===== config.mk =====
export PLATFORM = sky130hd
export DESIGN_NAME = ddr_burst_arbiter
export DESIGN_NICKNAME = d
export VERILOG_FILES = /design/src/rtl/ddr_burst_arbiter_pkg.sv /design/src/rtl/ddr_arb_pick.sv /design/src/rtl/ddr_burst_arbiter.sv
export SDC_FILE = /design/constraint.sdc
export NUM_CORES = 1
export LEC_CHECK = 0
export ABC_AREA = 1
export CELL_PAD_IN_SITES_DETAIL_PLACEMENT = 0
export CELL_PAD_IN_SITES_GLOBAL_PLACEMENT = 1
export CORE_ASPECT_RATIO = 1.2
export CORE_MARGIN = 4
export CORE_UTILIZATION = 28
export CTS_BUF_LIST = sky130_fd_sc_hd__clkbuf_8 sky130_fd_sc_hd__clkbuf_16
export DETAILED_ROUTE_END_ITERATION = 16
export PLACE_DENSITY = 0.75
export SLEW_MARGIN = 0
export SYNTH_ARGS = -nofsm -noshare
export SYNTH_HDL_FRONTEND = slang
export SYNTH_SLANG_ARGS = --single-unit

===== constraint.sdc =====
create_clock -name sys_clk -period 1.8 [get_ports sys_clk]
set_input_delay 0.27 -clock sys_clk [delete_from_list [all_inputs] [get_ports sys_clk]]
set_output_delay 0.27 -clock sys_clk [all_outputs]
set_load 0.005 [all_outputs]

===== src/rtl/ddr_burst_arbiter_pkg.sv =====
// Shared encodings for the dual-camera pipeline DDR arbiter: command source
// codes that steer the data-path muxes, and the arbiter state machine states.
package ddr_burst_arbiter_pkg;

    localparam logic [1:0] SRC_WR0 = 2'd0;
    localparam logic [1:0] SRC_WR1 = 2'd1;
    localparam logic [1:0] SRC_RD  = 2'd2;

    typedef enum logic [1:0] {
        ST_IDLE = 2'd0,
        ST_CMD  = 2'd1,
        ST_XFER = 2'd2
    } arb_state_e;

    // Choice vector layout: bit0 = wr0, bit1 = wr1, bit2 = rd.
    function automatic logic [1:0] onehot_to_src(input logic [2:0] oh);
        logic [1:0] src;
        src = SRC_WR0;
        if (oh[1]) src = SRC_WR1;
        if (oh[2]) src = SRC_RD;
        return src;
    endfunction

endpackage


===== src/rtl/ddr_arb_pick.sv =====
// Combinational burst selector: starving writers first, then the display
// reader, then the writers in round-robin order. Returns a one-hot choice.
module ddr_arb_pick
    import ddr_burst_arbiter_pkg::*;
(
    input  logic       e0_i,
    input  logic       e1_i,
    input  logic       er_i,
    input  logic       starve0_i,
    input  logic       starve1_i,
    input  logic       rr_wr1_i,
    output logic [2:0] pick_o
);

    logic s0;
    logic s1;

    assign s0 = e0_i & starve0_i;
    assign s1 = e1_i & starve1_i;

    always_comb begin
        pick_o = '0;
        if (s0 && s1) begin
            pick_o = rr_wr1_i ? 3'b010 : 3'b001;
        end else if (s0) begin
            pick_o = 3'b001;
        end else if (s1) begin
            pick_o = 3'b010;
        end else if (er_i) begin
            pick_o = 3'b100;
        end else if (e0_i && e1_i) begin
            pick_o = rr_wr1_i ? 3'b010 : 3'b001;
        end else if (e0_i) begin
            pick_o = 3'b001;
        end else if (e1_i) begin
            pick_o = 3'b010;
        end
    end

endmodule


===== src/rtl/ddr_burst_arbiter.sv =====
// Shares the DDR user command port between two camera frame writers and the
// HDMI frame reader, one fixed-length burst at a time.
module ddr_burst_arbiter
    import ddr_burst_arbiter_pkg::*;
#(
    parameter int unsigned ADDR_W     = 28,
    parameter int unsigned BURST_LEN  = 64,
    parameter int unsigned STARVE_MAX = 255
) (
    input  logic              sys_clk,
    input  logic              sys_rst_n,
    input  logic              cmos0_en,
    input  logic              cmos1_en,
    input  logic              wr0_req,
    input  logic              wr1_req,
    input  logic              rd_req,
    input  logic [ADDR_W-1:0] wr0_addr,
    input  logic [ADDR_W-1:0] wr1_addr,
    input  logic [ADDR_W-1:0] rd_addr,
    output logic              wr0_grant,
    output logic              wr1_grant,
    output logic              rd_grant,
    output logic              cmd_valid,
    input  logic              cmd_ready,
    output logic              cmd_wr,
    output logic [ADDR_W-1:0] cmd_addr,
    output logic [1:0]        cmd_src,
    input  logic              beat_valid,
    output logic              burst_done,
    output logic              busy
);

    localparam int unsigned BEAT_W = $clog2(BURST_LEN) + 1;
    localparam int unsigned WAIT_W = $clog2(STARVE_MAX + 1);

    arb_state_e        state_q, state_d;
    logic [ADDR_W-1:0] cmd_addr_q, cmd_addr_d;
    logic              cmd_wr_q, cmd_wr_d;
    logic [1:0]        cmd_src_q, cmd_src_d;
    logic [2:0]        grant_q, grant_d;
    logic              done_q, done_d;
    logic [BEAT_W-1:0] beat_q, beat_d;
    logic              rr_q, rr_d;
    logic [WAIT_W-1:0] wait_q [2];
    logic [WAIT_W-1:0] wait_d [2];

    logic [1:0] eff;
    logic [1:0] starve;
    logic [1:0] active;
    logic [1:0] granted;
    logic [2:0] pick;

    assign eff[0] = wr0_req & cmos0_en;
    assign eff[1] = wr1_req & cmos1_en;

    always_comb begin
        for (int unsigned i = 0; i < 2; i++) begin
            starve[i]  = (wait_q[i] >= WAIT_W'(STARVE_MAX));
            active[i]  = (state_q != ST_IDLE) && (cmd_src_q == 2'(i));
            granted[i] = (state_q == ST_CMD) && cmd_ready && (cmd_src_q == 2'(i));
        end
    end

    ddr_arb_pick u_pick (
        .e0_i      (eff[0]),
        .e1_i      (eff[1]),
        .er_i      (rd_req),
        .starve0_i (starve[0]),
        .starve1_i (starve[1]),
        .rr_wr1_i  (rr_q),
        .pick_o    (pick)
    );

    always_comb begin
        state_d    = state_q;
        cmd_addr_d = cmd_addr_q;
        cmd_wr_d   = cmd_wr_q;
        cmd_src_d  = cmd_src_q;
        grant_d    = '0;
        done_d     = 1'b0;
        beat_d     = beat_q;
        rr_d       = rr_q;
        case (state_q)
            ST_IDLE: begin
                if (|pick) begin
                    state_d    = ST_CMD;
                    cmd_src_d  = onehot_to_src(pick);
                    cmd_wr_d   = ~pick[2];
                    cmd_addr_d = pick[0] ? wr0_addr : (pick[1] ? wr1_addr : rd_addr);
                end
            end
            ST_CMD: begin
                if (cmd_ready) begin
                    grant_d = {cmd_src_q == SRC_RD, cmd_src_q == SRC_WR1, cmd_src_q == SRC_WR0};
                    beat_d  = '0;
                    state_d = ST_XFER;
                end
            end
            ST_XFER: begin
                if (beat_valid) begin
                    beat_d = beat_q + 1'b1;
                    if (beat_d == BEAT_W'(BURST_LEN)) begin
                        done_d  = 1'b1;
                        state_d = ST_IDLE;
                        // Hand the round-robin preference to the writer that did not just run.
                        if (cmd_wr_q) rr_d = (cmd_src_q == SRC_WR0);
                    end
                end
            end
            default: state_d = ST_IDLE;
        endcase
    end

    always_comb begin
        for (int unsigned i = 0; i < 2; i++) begin
            wait_d[i] = wait_q[i];
            if (!eff[i] || granted[i]) begin
                wait_d[i] = '0;
            end else if (!active[i] && !starve[i]) begin
                wait_d[i] = wait_q[i] + 1'b1;
            end
        end
    end

    always_ff @(posedge sys_clk or negedge sys_rst_n) begin
        if (!sys_rst_n) begin
            state_q    <= ST_IDLE;
            cmd_addr_q <= '0;
            cmd_wr_q   <= 1'b0;
            cmd_src_q  <= SRC_WR0;
            grant_q    <= '0;
            done_q     <= 1'b0;
            beat_q     <= '0;
            rr_q       <= 1'b0;
            wait_q[0]  <= '0;
            wait_q[1]  <= '0;
        end else begin
            state_q    <= state_d;
            cmd_addr_q <= cmd_addr_d;
            cmd_wr_q   <= cmd_wr_d;
            cmd_src_q  <= cmd_src_d;
            grant_q    <= grant_d;
            done_q     <= done_d;
            beat_q     <= beat_d;
            rr_q       <= rr_d;
            wait_q[0]  <= wait_d[0];
            wait_q[1]  <= wait_d[1];
        end
    end

    assign cmd_valid  = (state_q == ST_CMD);
    assign busy       = (state_q != ST_IDLE);
    assign cmd_addr   = cmd_addr_q;
    assign cmd_wr     = cmd_wr_q;
    assign cmd_src    = cmd_src_q;
    assign wr0_grant  = grant_q[0];
    assign wr1_grant  = grant_q[1];
    assign rd_grant   = grant_q[2];
    assign burst_done = done_q;

endmodule


==> results by group, run 1 <==
Status
  • Status: finished, violations left
  • Failing checks: setup timing

Routing
  • Routed WL: 12300 µm
  • Via count: 3906
  • Drt via density: 4.38
  • Initial drt markers: 144
  • Drt drc: 0
  • DR WL/cell: 13.8 µm
  • Drt pass-1 iters: 4
  • Post-DRT Antenna Nets: 0

Floorplanning
  • Die area: 0.0150 mm²
  • Core area: 0.0128 mm²
  • Initial core utilization: 0.288
  • Die extent in x: 113 µm
  • Die height: 133 µm
  • # IOs: 130
  • Rows: 45

Worst setup path
  • Critical setup path kind: flop to flop
  • Worst Path Max Fanout: 8
  • Cell mode on critical path: nand3_4
  • Critical-path top delay cell: dfrtp_1
  • Reg-to-reg endpoint: cmd_src[0]
  • Cell depth of the worst flop-to-flop path: 12
  • Required time of the critical path: 2.05 ns
  • R2R Setup Slk: -0.08 ns
  • CP max stage delay: 0.35 ns
  • RR Startpoint: wait_q[0]
  • Critical Path Source Type: flop
  • CP arrival: 2.13 ns
  • Worst-path cell chain: ha_2 > nand2_4 > nor2_4 > nand3_4 > buf_6 > nand3_4 > nand3_4 > o21ai_4 > buf_12 > clkbuf_16 > nand2_2 > o21ai_1
  • Worst setup EP type: flop

Clocking
  • TritonCTS clock tree: done
  • Reg clk slew, reported paths: 0.05 ns
  • Num CTS Buffers: 9
  • H-tree levels: 3
  • CTS sink count: 61
  • Root buffer cell: clkbuf_16
  • Clock Latency Late Sink: 0.32 ns
  • Clock Path Buffers: 2

Finish
  • Area grow syn2layout: 66.9%
  • Layout Cells excl Fill: 892
  • Layout Nets: 821
  • Fraction of layout cells with a size suffix above 1: 0.165
  • Final Util: 0.480
  • # diodes: 0

Yosys
  • Synth Warn #: 0
  • Syn_area_per_cell: 6.65 µm²
  • Netlist Area Pre-Place: 0.00367 mm²
  • Cell taking the most area after synthesis: dfrtp_1
  • Yosys top cell area share: 0.415
  • Post-synth cell types: 28
  • Register area share after synthesis: 0.415
  • #FFs+latches synth: 61
  • Post-Syn Nets: 650
  • Mapped Cells: 553
  • Dominant cells by area after synthesis: dfrtp_1, nand2_1, inv_1

Power and ir drop
  • Peak VDD IR: 0.000524 V
  • Leak: 3.14 nW
  • Pwr Density: approximately 1100 mW/mm²
  • Total power: 6.57 mW

Timing
  • Minimum clock period: 1.88 ns
  • Period utilisation layout: 1.05
  • Max_slew headroom: 0.663
  • Fin Hold WS: 0.262 ns
  • TNS Setup: -1.72 ns
  • Final setup vio count: 32
  • Final Hold Viols: 0
  • Fmax achieved: roughly 530 MHz
  • Slew Limit Fails: 0
  • RSZ-0062 raised after global routing: yes
  • Worst-margin pin slew: between 0.5 and 0.6 ns
  • Setup ws final: -0.0836 ns
  • Final Skew: 0.00538 ns

Place
  • GPL Wtd Cong: 0.793
  • Port Buf Inserts: 129
  • Post-DP HPWL: ~8300 µm
  • Placed insts: 860

Worst hold path
  • Hold WC Path Type: primary input to async pin

Job
  • Max cap viols: 0

Global routing
  • Initial antenna violation count: 0
  • Total gr overflow: 0
  • Number of global-route vias before repair: 3982
  • Largest net degree at the start of global routing: 38
  • GRT Overall Usage: 0.151
  • First-pass GRT wire length: around 19000 µm
-- state kept, by name (all words and copies together), names as in the netlist --
register    flops
cmd_addr       28
wait_q         16
beat_q          7
grant_q         3
cmd_src         2
state_q         2
burst_done      1
cmd_wr          1
rr_q            1
-- worst max path at each step --
stage	startpoint	end	slack (ns)	depth (start not counted)
5_1_grt	wait_q[8]	cmd_addr[12]	-0.17	12
4_1_cts	wait_q[8]	cmd_addr[14]	0.006	13
6_report	wait_q[0]	cmd_src[0]	-0.08	12
3_3_place_gp	wr1_req	cmd_addr[14]	-0.27	11
3_5_place_dp	wr1_req	cmd_addr[12]	-0.32	11
2_1_floorplan	wait_q[0]	state_q[0]	0.05	10
-- stage by stage --
stage	setup WS (ns)	area, µm²
after floorplan	0.0520	3670
after global placement	-0.274	5340
after detailed placement	-0.323	5340
after CTS	0.00559	5640
after global routing	-0.172	6130
final	-0.0836	6130
-- Yosys cell counts --
library cell	count
nand2_2	1
xor2_1	3
nand2_4	2
o22ai_1	2
nor3_1	4
inv_2	1
o21ai_0	19
buf_4	7
clkinv_1	1
nand3_2	3
a211oi_1	1
nor2_1	26
nand3_1	51
buf_6	3
dfrtp_1	61
nor2_2	2
nand2_1	251
ha_1	4
a221oi_1	1
o21ai_2	1
nand4_1	2
a21oi_1	7
nand3b_1	1
inv_1	88
nor2_4	2
nor3b_1	1
buf_2	7
xnor2_1	1
-- where the power goes --
| part | internal, mW | switching, mW |
|---|---|---|
| clock | 1.02 | 0.576 |
| combinational | 1.60 | 1.31 |
| sequential | 1.78 | 0.289 |
-- per-layer routing --
layer / wire length, µm / GRT usage
met1: 5130 / 0.182
met2: 6180 / 0.249
met3: 838 / 0.0554
met4: 128 / 0.0474
met5: 0 / 0
-- cells by family (layout without fill, tap and decap cells) --
kind of cell	count (synthesis)	count (layout)	synth area share
and+or+nand+nor	346	346	0.391
buffers and inverters	107	282	0.125
DFF	61	61	0.415
AOI/OAI and AO/OA	31	31	0.0456
adders and majority gates	4	4	0.0136
xor gates and xnor gates	4	4	0.00954
-- worst max-delay path, delay by kind of cell (launching register included) --
family	cells	cell delay, ns
adder cells (fa/ha/maj)	1	0.21
AND/OR/NAND/NOR	6	0.53
buffers and inverters	3	0.46
AO/OA/AOI/OAI	2	0.25
flip-flops	1	0.35
-- cell usage in the layout, fill, tap and decap left out, drive strengths merged --
master | Yosys | routed
nand2 | 254 | 254
clkdlybuf4s50 | 0 | 128
inv | 89 | 91
dfrtp | 61 | 61
nand3 | 54 | 54
buf | 17 | 42
nor2 | 30 | 30
o21ai | 20 | 20
clkbuf | 0 | 18
a21oi | 7 | 7
nor3 | 4 | 4
ha | 4 | 4
xor2 | 3 | 3
nand4 | 2 | 2
o22ai | 2 | 2
clkinv | 1 | 2
xnor2 | 1 | 1
nand3b | 1 | 1
nor3b | 1 | 1
a221oi | 1 | 1
a211oi | 1 | 1
dlygate4sd3 | 0 | 1
-- repair_timing --
item	in CTS	in global routing
pin swaps	0	30
hold buffers	1	0
setup endpoints to repair	29	38
buffers inserted	0	8
gates cloned	0	8
gates resized for setup	4	74
hold endpoints to repair	24	0
-- area by class of cell --
type                    instances  area (µm²)
repair buffers                177        1860
flip-flops and latches         61        1530
clock inverters                 3        12.5
multi-input cells             385        1920
inverters                      90         345
clock buffers                  12         267
well taps                     164         205
fillers                      1277        6650
(Power assumes the default switching activity.)
==> inputs of run 2 (changes only) <==
--- a/config.mk
+++ b/config.mk
@@ -14,6 +14,7 @@
 export CTS_BUF_LIST = sky130_fd_sc_hd__clkbuf_8 sky130_fd_sc_hd__clkbuf_16
 export DETAILED_ROUTE_END_ITERATION = 16
 export PLACE_DENSITY = 0.75
+export RECOVER_POWER = 100
 export SLEW_MARGIN = 0
 export SYNTH_ARGS = -nofsm -noshare
 export SYNTH_HDL_FRONTEND = slang
==> results by group, run 2 (synthesis results as in run 1) <==
Status
  • Status: finished, violations left
  • Failing checks: setup timing

Worst setup path
  • Cell depth of the worst flop-to-flop path: 12 (unchanged)
  • CP arrival: 2.13 ns (about the same)
  • R2R Setup Slk: -0.08 ns (about the same)
  • Worst Path Max Fanout: 8 (unchanged)
  • Reg-to-reg endpoint: cmd_src[0]
  • Cell mode on critical path: nand3_4
  • CP max stage delay: 0.35 ns (about the same)
  • Required time of the critical path: 2.05 ns (about the same)
  • Critical-path top delay cell: dfrtp_1
  • Critical Path Source Type: flop
  • Critical path launch point: wait_q[0]
  • RR Startpoint: wait_q[0]
  • Worst-path cell chain: ha_2 > nand2_4 > nor2_4 > nand3_4 > buf_6 > nand3_4 > nand3_4 > o21ai_4 > buf_12 > clkbuf_16 > nand2_2 > o21ai_1
  • Crit path to: cmd_src[0]
  • Worst setup EP type: flop
  • Critical setup path kind: flop to flop

Power and ir drop
  • Leak: 3.14 nW (+0.23%)
  • Pwr Density: 1070 mW/mm² (-0.18%)
  • Power Internal: 4.38 mW (-0.38%)
  • Comb pwr share: 0.441 (about the same)
  • Clk pwr share: 0.244 (about the same)
  • Psw: 2.16 mW (-0.40%)
  • Peak VDD IR: 0.000521 V (-0.63%)
  • Sw Share: 0.331 (about the same)
  • Sequential share of power: 0.315 (about the same)

Timing
  • Max_slew headroom: 0.345 (-0.318)
  • Final Skew: 0.00530 ns (-0.0000800 ns)
  • Final setup vio count: 32 (unchanged)
  • Slew Limit Fails: 0 (unchanged)
  • Setup ws final: -0.0828 ns (+0.000746 ns)
  • Final Hold Viols: 0 (unchanged)
  • Period utilisation layout: 1.05 (about the same)
  • Worst-margin pin slew: 0.983 ns (+0.477 ns)
  • Fin Hold WS: 0.270 ns (+0.00751 ns)
  • Fmax achieved: 531 MHz (about the same)
  • Minimum clock period: 1.88 ns (-0.000746 ns)
  • RSZ-0062 raised after global routing: yes

Global routing
  • Total gr overflow: 0 (unchanged)
  • Initial antenna violation count: 0 (unchanged)
  • Number of global-route vias before repair: 3982 (unchanged)
  • GRT Overall Usage: 0.151 (unchanged)
  • First-pass GRT wire length: 18500 µm (unchanged)
  • Largest net degree at the start of global routing: 38 (unchanged)

Clocking
  • Root buffer cell: clkbuf_16
  • Clock Path Buffers: 2 (unchanged)
  • Num CTS Buffers: 9 (unchanged)
  • Reg clk slew, reported paths: 0.05 ns (about the same)
  • TritonCTS clock tree: done
  • H-tree levels: 3 (unchanged)
  • CTS sink count: 61 (unchanged)
  • Clock Latency Late Sink: 0.32 ns (about the same)

Floorplanning
  • Die area: 0.0150 mm² (unchanged)
  • Core area: 0.0128 mm² (unchanged)
  • Die extent in x: 113 µm (unchanged)
  • # IOs: 130 (unchanged)
  • Rows: 45 (unchanged)
  • Initial core utilization: 0.288 (unchanged)
  • Die height: 133 µm (unchanged)

Finish
  • # diodes: 0 (unchanged)
  • Final Util: 0.479 (-0.000979)
  • Sequential Area: 0.00153 mm² (unchanged)
  • FILL cells: 1280 (+0.23%)
  • Layout Nets: 821 (unchanged)
  • Commonest non-fill, non-tap cell in the layout: nand2_1
  • Fraction of layout cells with a size suffix above 1: 0.161 (-0.00412)
  • Max reg flops: 28 (unchanged)
  • Area grow syn2layout: 66.5%
  • Most frequent cells in the layout: nand2_1, clkdlybuf4s50_1, inv_1
  • Area of the multi-input gates: 0.00192 mm² (-0.13%)

Routing
  • Drt via density: 4.37 (-0.20%)
  • DR WL/cell: 13.8 µm (about the same)
  • Routed WL: 12300 µm (about the same)
  • Drt drc: 0 (unchanged)
  • Via count: 3898 (-0.20%)
  • Drt pass-1 iters: 4 (unchanged)
  • Post-DRT Antenna Nets: 0 (unchanged)
  • Initial drt markers: 148 (+2.8%)

Place
  • GPL Wtd Cong: 0.793 (unchanged)
  • Dpl ws: -0.323 ns (unchanged)
  • Port Buf Inserts: 129 (unchanged)
  • Post-DP HPWL: 8310 µm (unchanged)

Job
  • Max cap viols: 0 (unchanged)

Worst hold path
  • Hold WC Path Type: primary input to async pin
==> run 2: cell types whose count changed in the layout (fill, tap and decap cells not counted) <==
cell / delta
clkdlybuf4s50_1: -5
dlygate4sd3_1: +5
buf_4: -3
clkbuf_1: +2
clkbuf_2: +2
buf_2: -1
nand2_1: +1
nand2_2: -1
==> run 2: final cells by class <==
cell class / instances / share of cell area
sequential: 61 / 0.249
tap: 164 / 0.0335
multi-input combinational: 385 / 0.313
timing repair buffer: 177 / 0.302
clock inverter: 3 / 0.00204
inverter: 90 / 0.0564
clock buffer: 12 / 0.0435
==> run 2: how the worst min path moves through the flow <==
stage	slack (ns)	start	endpoint
floorplan	-0.03	sys_rst_n	beat_q[0]
global placement	0.06	sys_rst_n	wait_q[12]
detailed placement	0.06	sys_rst_n	wait_q[12]
CTS	0.25	sys_rst_n	wait_q[12]
global route	0.26	sys_rst_n	wait_q[12]
finish	0.27	sys_rst_n	wait_q[12]
==> run 2: critical path, delay by kind of cell, from the launching register on <==
family / cells / cell delay (ns)
and+or+nand+nor: 6 / 0.53
adders and majority gates: 1 / 0.21
AOI/OAI and AO/OA: 2 / 0.25
DFF: 1 / 0.35
buffers and inverters: 3 / 0.46
==> run 2: per-layer routing <==
metal | GRT usage | vias up | routed length [µm]
li1 | - | 2018 | -
met1 | 0.182 | 1768 | 5160
met2 | 0.249 | 102 | 6180
met3 | 0.0554 | 10 | 800
met4 | 0.0474 | 0 | 128
met5 | 0 | - | 0
==> run 2: stage by stage <==
stage	power, mW	std cells	TNS (ns)	cell area (µm²)
6_report	6.54	892	-1.64	6120
5_1_grt	7.02	892	-5.03	6120
4_1_cts	6.00	876	0	5640
3_5_place_dp	4.36	860	-8.45	5340
3_3_place_gp	4.34	860	-7.54	5340
2_1_floorplan	2.96	553	0	3670
==> run 2: power by group through the flow <==
| stage | logic [mW] | registers, mW | clock network (mW) |
|---|---|---|---|
| 6_report | 2.88 | 2.06 | 1.60 |
| 5_1_grt | 3.17 | 2.13 | 1.72 |
| 4_1_cts | 2.31 | 2.06 | 1.64 |
| 3_5_place_dp | 2.29 | 2.06 | 0 |
| 3_3_place_gp | 2.28 | 2.06 | 0 |
| 2_1_floorplan | 0.916 | 2.05 | 0 |
==> run 2: what timing repair did <==
| action | 4_1_cts | 5_1_grt |
|---|---|---|
| setup buffers | 0 | 8 |
| pin swaps | 0 | 30 |
| hold buffers | 1 | 0 |
| gates resized for setup | 4 | 74 |
| hold endpoints to repair | 24 | 0 |
| cloned | 0 | 8 |
| setup endpoints to repair | 29 | 38 |
